===== src/rtl/fp_mult_pipe_pkg.sv =====
// fp_mult_pipe_pkg: flag indices, bias, canonical qNaN and field helpers shared by the FP multiplier
package fp_mult_pipe_pkg;
  localparam int FLAG_NAN = 3;
  localparam int FLAG_OVF = 2;
  localparam int FLAG_UNF = 1;
  localparam int FLAG_INX = 0;
  function automatic int bias(input int ew);
    return (1 << (ew - 1)) - 1;
  endfunction
  function automatic logic [63:0] qnan(input int ew, input int mw);
    return (((64'd1 << ew) - 64'd1) << mw) | (64'd1 << (mw - 1));
  endfunction
  function automatic logic [63:0] exp_of(input logic [63:0] x, input int ew, input int mw);
    return (x >> mw) & ((64'd1 << ew) - 64'd1);
  endfunction
  function automatic logic [63:0] man_of(input logic [63:0] x, input int mw);
    return x & ((64'd1 << mw) - 64'd1);
  endfunction
  function automatic logic sign_of(input logic [63:0] x, input int ew, input int mw);
    return x[ew + mw];
  endfunction
endpackage


===== src/rtl/fp_mant_mul.sv =====
// fp_mant_mul: registered unsigned significand multiplier with enable
module fp_mant_mul #(
  parameter int N = 24
) (
  input  logic           clk,
  input  logic           en,
  input  logic [N-1:0]   a,
  input  logic [N-1:0]   b,
  output logic [2*N-1:0] p
);
  always_ff @(posedge clk)
    if (en) p <= a * b;
endmodule


===== src/rtl/fp_mult_pipe.sv =====
// fp_mult_pipe: 4-stage IEEE-style multiplier (unpack, multiply, normalise/round, pack) with stall handshake
module fp_mult_pipe
  import fp_mult_pipe_pkg::*;
#(
  parameter int EXP_W    = 8,
  parameter int MAN_W    = 23,
  parameter int ROUND_EN = 1
) (
  input  logic                   clk,
  input  logic                   rst_n,
  input  logic                   in_valid,
  output logic                   in_ready,
  input  logic [EXP_W+MAN_W:0]   a,
  input  logic [EXP_W+MAN_W:0]   b,
  output logic                   out_valid,
  input  logic                   out_ready,
  output logic [EXP_W+MAN_W:0]   prod,
  output logic [3:0]             flags
);
  localparam int W  = 1 + EXP_W + MAN_W;
  localparam int EW = EXP_W + 2;
  localparam int PW = 2 * MAN_W + 2;
  localparam logic [EXP_W-1:0] EMAX = '1;
  localparam logic signed [EW-1:0] BIAS = EW'(bias(EXP_W));
  localparam logic signed [EW-1:0] EOVF = EW'((1 << EXP_W) - 1);
  localparam logic [63:0] QNAN64 = qnan(EXP_W, MAN_W);
  logic en;
  assign en = !out_valid || out_ready;
  assign in_ready = en;
  logic [63:0] a64, b64;
  logic [EXP_W-1:0] ea, eb;
  logic [MAN_W-1:0] fa, fb;
  logic za, zb, ia, ib, na, nb;
  assign a64 = 64'(a);
  assign b64 = 64'(b);
  assign ea = EXP_W'(exp_of(a64, EXP_W, MAN_W));
  assign eb = EXP_W'(exp_of(b64, EXP_W, MAN_W));
  assign fa = MAN_W'(man_of(a64, MAN_W));
  assign fb = MAN_W'(man_of(b64, MAN_W));
  assign za = ea == '0;
  assign zb = eb == '0;
  assign ia = ea == EMAX && fa == '0;
  assign ib = eb == EMAX && fb == '0;
  assign na = ea == EMAX && fa != '0;
  assign nb = eb == EMAX && fb != '0;
  logic v1, v2, v3;
  logic [3:0] m1, m2;
  logic signed [EW-1:0] e1, e2, e3;
  logic [MAN_W:0] ma1, mb1;
  logic [PW-1:0] p2;
  logic s3, nan3, inf3, zero3, inx3;
  logic [MAN_W-1:0] man3;
  // meta = {sign, nan, inf, zero}; subnormals count as zero
  always_ff @(posedge clk)
    if (!rst_n) v1 <= 1'b0;
    else if (en) begin
      v1  <= in_valid;
      m1  <= {sign_of(a64, EXP_W, MAN_W) ^ sign_of(b64, EXP_W, MAN_W),
              na || nb || (ia && zb) || (ib && za), ia || ib, za || zb};
      e1  <= $signed({2'b00, ea}) + $signed({2'b00, eb}) - BIAS;
      ma1 <= {1'b1, fa};
      mb1 <= {1'b1, fb};
    end
  fp_mant_mul #(.N(MAN_W + 1)) u_mul (.clk(clk), .en(en), .a(ma1), .b(mb1), .p(p2));
  always_ff @(posedge clk)
    if (!rst_n) v2 <= 1'b0;
    else if (en) begin
      v2 <= v1;
      m2 <= m1;
      e2 <= e1;
    end
  logic [PW-2:0] sh;
  logic [MAN_W-1:0] mt;
  logic guard, sticky, inc;
  logic [MAN_W:0] mr;
  assign sh = p2[PW-1] ? p2[PW-2:0] : {p2[PW-3:0], 1'b0};
  assign mt = sh[PW-2:MAN_W+1];
  assign guard = sh[MAN_W];
  assign sticky = |sh[MAN_W-1:0];
  assign inc = ROUND_EN != 0 && guard && (sticky || mt[0]);
  assign mr = {1'b0, mt} + (MAN_W + 1)'(inc);
  always_ff @(posedge clk)
    if (!rst_n) v3 <= 1'b0;
    else if (en) begin
      v3 <= v2;
      {s3, nan3, inf3, zero3} <= m2;
      e3   <= e2 + EW'(p2[PW-1]) + EW'(mr[MAN_W]);
      man3 <= mr[MAN_W-1:0];
      inx3 <= guard || sticky;
    end
  logic ovf, unf, fin;
  logic [W-1:0] res;
  logic [3:0] fl;
  assign ovf = e3 >= EOVF;
  assign unf = e3[EW-1] || e3 == '0;
  assign fin = !nan3 && !inf3 && !zero3;
  always_comb begin
    fl = '0;
    fl[FLAG_NAN] = nan3;
    fl[FLAG_OVF] = fin && ovf;
    fl[FLAG_UNF] = fin && unf;
    fl[FLAG_INX] = fin && (inx3 || ovf || unf);
    res = nan3 ? W'(QNAN64)
        : (inf3 || (!zero3 && ovf)) ? {s3, EMAX, {MAN_W{1'b0}}}
        : (zero3 || unf) ? {s3, {(EXP_W + MAN_W){1'b0}}}
        : {s3, e3[EXP_W-1:0], man3};
  end
  always_ff @(posedge clk)
    if (!rst_n) begin
      out_valid <= 1'b0;
      prod      <= '0;
      flags     <= '0;
    end else if (en) begin
      out_valid <= v3;
      prod      <= res;
      flags     <= fl;
    end
endmodule

===== config.mk =====
export PLATFORM = sky130hd
export DESIGN_NAME = fp_mult_pipe
export DESIGN_NICKNAME = d
export VERILOG_FILES = /design/src/rtl/fp_mult_pipe_pkg.sv /design/src/rtl/fp_mant_mul.sv /design/src/rtl/fp_mult_pipe.sv
export SDC_FILE = /design/constraint.sdc
export NUM_CORES = 2
export LEC_CHECK = 0
export BUFFER_PORTS_ARGS = -buffer_cell sky130_fd_sc_hd__buf_2
export CORE_ASPECT_RATIO = 1.75
export CORE_MARGIN = 2
export CORE_UTILIZATION = 50
export DETAILED_ROUTE_END_ITERATION = 12
export PLACE_DENSITY = 0.75
export SETUP_SLACK_MARGIN = 0.05
export SLEW_MARGIN = 20
export SYNTH_ARGS = -nofsm -noshare
export SYNTH_HDL_FRONTEND = slang
export SYNTH_SLANG_ARGS = --single-unit

===== constraint.sdc =====
create_clock -name clk -period 12.24 [get_ports clk]
set_clock_uncertainty 0.2 [all_clocks]
set_input_delay 2.448 -clock clk [delete_from_list [all_inputs] [get_ports clk]]
set_output_delay 2.448 -clock clk [all_outputs]
set_load 0.02 [all_outputs]

==> impl.org <==
** Status
- Run status :: finished, final reports clean

** Global routing
- Entering global routing, the biggest net connects 75 pins.
- The initial antenna violation count was 0.
- The first global-routing pass estimated 117 mm of wire.
- Total congestion overflow after global routing :: 0
- Tot GR Track Use :: 27.6%
- The via count of the first global-routing pass came to 21.9k.

** Route
- Dividing the detail-routed via count by the number of cells gives 5.58.
- TritonRoute pass-1 iters :: 6
- Summed over all nets, wire length on met3 after detailed routing comes to 4.05 mm.
- Detail-routed net length per standard cell :: 21.4 um
- The detail route stage leaves a number of antenna-violating nets equal to 0.
- Final routed wirelength across all metal layers :: 74.9 mm
- After detailed routing, the number of remaining DRC violations is 0.
- Highest routed metal layer :: met4
- First-iteration detailed-routing DRC count :: 1273
- Detailed-route via count :: 19.6k
- Wire length on met2 :: 39.4 mm
- After detailed routing, the wire length on met1 is 25.0 mm.

** Logic synthesis
- The mapped netlist covers 27100 sq um.
- The most common cell in the synthesized netlist is inv_1.
- Post-synth top area share :: 35.8%
- In this run the mean area of a mapped cell was 9.76 sq um.
- The synthesized design contains 160 enable-type register cells.
- Mapped Cells :: 2774
- Syn nets :: 3516
- Ranked by instance count, the synthesized netlist is headed by inv_1, fa_1, nand2_1, and2_1, ha_1.
- Main synth FF type :: edfxtp_1
- Yosys mapped the design onto 70 distinct sky130hd cell types.
- The synthesized design contains 200 register bits.
- For this run, the number of Yosys warnings is 0.
- Share of the yosys chip area belonging to registers :: 20.7%
- Fraction of registers with async set or reset after synthesis :: 0%
- The largest total area in the synthesized netlist belongs to fa_1.
- In the post-synthesis netlist, the biggest area contributors are fa_1, edfxtp_1, ha_1.

** STA
- Adding up every negative setup slack in the final design gives 0 ns.
- Measured against its own limit, the worst slew margin works out to 17.4%.
- Unrepaired setup endpoints after global routing :: false
- Final period demand of the worst path :: 8.35 ns
- Setup-violating endpoint count in the final report :: 0
- The final count of hold timing violations was 0.
- Static timing analysis puts the maximum clock frequency at 120 MHz.
- Worst-Margin Slew :: 1.24 ns
- The number of max-slew violations in the final report is 0.
- After layout, the worst path uses 68.2% of the clock period.

** Critical path
- Crit-path cells :: clkinv_1, nor2_1, fa_1, fa_1, inv_1, fa_1, inv_1, fa_1, fa_1, fa_1, inv_1, fa_1, inv_1, ha_1, a21oi_1, o221ai_1, a21oi_1, a21oi_1, o2111ai_1, a21oi_1, or2_1, o311ai_1
- The most numerous cell type found on the critical path is fa_1.
- CP max stage delay :: 0.89 ns
- Crit end category :: flop
- Required @ worst endpoint :: 12.33 ns
- Critical path startpoint category :: flop
- Crit path max fanout :: 17
- The largest individual stage delay along the critical path comes from the cell edfxtp_1.
- Arrival time at the worst endpoint :: 8.43 ns
- Worst Path Class, Setup :: reg2reg

** Clocking
- The number of clock buffers added by TritonCTS is 17.
- After clock tree synthesis, the repair step resized 0 gates.
- CTS built an H-tree with a depth of 4.
- Clock tree from TritonCTS :: done
- Number of sinks handled by clock tree synthesis :: 200
- The tree is rooted in a clkbuf_16.
- The clock passes through at most 2 buffers.
- Number of post-CTS setup repair buffers :: 0
- For this design, the CTS-stage hold fixing added 0 buffers.
- Clock-pin slew was measured on the worst setup and hold paths at 0.09 ns.
- Clock latency on the worst-skew pair, taken at its later pin, is 0.48 ns.

** Floorplan
- In this run the standard cell core region covers 53400 sq um.
- DIE WIDTH :: 180 um
- The die covers 56100 sq um.
- Initial Util :: 50.7%
- Die extent in y :: 312 um
- The floorplan has 112 rows.
- For this design the top-level I/O count stands at 106.

** Hold path
- Classification of the worst-slack hold path :: reg2reg

** Run
- Max-cap violations in this run came to 0.

** Placement
- Final RePlAce weighted congestion :: 1.04
- Total of buffers placed on input and output ports :: 105
- HPWL after detailed placement :: 58.6 mm

** Final layout
- The net count of the finished layout is 3550.
- Synth-to-layout area growth :: 6.84%
- The number of antenna diodes in the final layout is 0.
- Fraction of layout instances using a drive strength above 1 :: 6.88%
==> through the flow <==
step	utilization, %	cell area, sq um	setup slack [ns]	hold slack (ns)	cells
after floorplan	-	27100	4.36	0.200	2774
after global placement	52.8	28200	4.10	0.201	3465
after detailed placement	52.8	28200	3.98	0.207	3467
after CTS	54.0	28800	3.96	0.223	3499
after global routing	54.2	28900	3.52	0.223	3505
final	54.2	28900	3.89	0.217	3505
==> registers in the layout, summed over array words and instances (netlist names) <==
signal and count:
u_mul.p 48, prod 32, ma1 23, man3 23
mb1 23, e1 10, e2 10, e3 10
flags 4, m1 4, m2 4, inf3 1
inx3 1, nan3 1, out_valid 1, s3 1
v1 1, v2 1, v3 1, zero3 1
==> cell type report <==
class	instances	area (sq um)
Timing Repair Buffer	137	863
Sequential cell	200	5610
Fill cell	4692	24500
Clock inverter	14	165
Clock buffer	18	429
Tap cell	684	856
Multi-Input combinational cell	1839	18700
Inverter	613	2300
==> logic make-up after synthesis <==
group	synth area share, %
mux	0.813
fa+ha+maj	44.6
buf+inv	10.2
xor+xnor	2.58
compound gates	5.95
flops	20.7
simple gates	15.2
==> placed cells by master, fill, tap and decap left out, types with 9 or more instances in the layout <==
master	instances
nor4_1	23
a21o_1	25
xor2_1	29
ha_1	190
a22oi_1	22
a21oi_1	85
nand2_1	320
and2_1	255
fa_1	484
inv_1	608
mux2i_1	13
edfxtp_1	160
nand3_1	27
clkbuf_16	17
o21bai_1	9
o21ai_0	42
nor2b_1	34
nor3_1	13
xnor2_1	49
nor2_1	82
dfxtp_1	40
nand4_1	23
buf_2	105
o21a_1	10
buf_4	24
==> path summary, 6_finish.rpt <==
path	from	endpoint	slack, ns	depth (start not counted)
max	mb1[8]	u_mul.p[46]	3.89	22
min	m2[0]	zero3	0.22	0
max reg2reg	mb1[8]	u_mul.p[46]	3.89	22
min reg2reg	m2[0]	zero3	0.22	0
==> layer usage <==
metal | track usage (%) | vias to the layer above
met5 | 0 | -
met4 | 20.8 | 0
met3 | 3.00 | 287
met2 | 50.7 | 825
met1 | 28.6 | 9842
li1 | - | 8601
==> critical path, delay by kind of cell, from the launching register on <==
| kind | cells | cell delay [ns] |
|---|---|---|
| AOI/OAI and AO/OA | 7 | 1.80 |
| buffers and inverters | 5 | 0.90 |
| adders and majority gates | 8 | 3.80 |
| and+or+nand+nor | 2 | 0.55 |
| DFF | 1 | 0.89 |
Power is left out: the tool's default activity adds up to more than one toggle a clock period on the data nets, which glitch-free logic cannot reach.
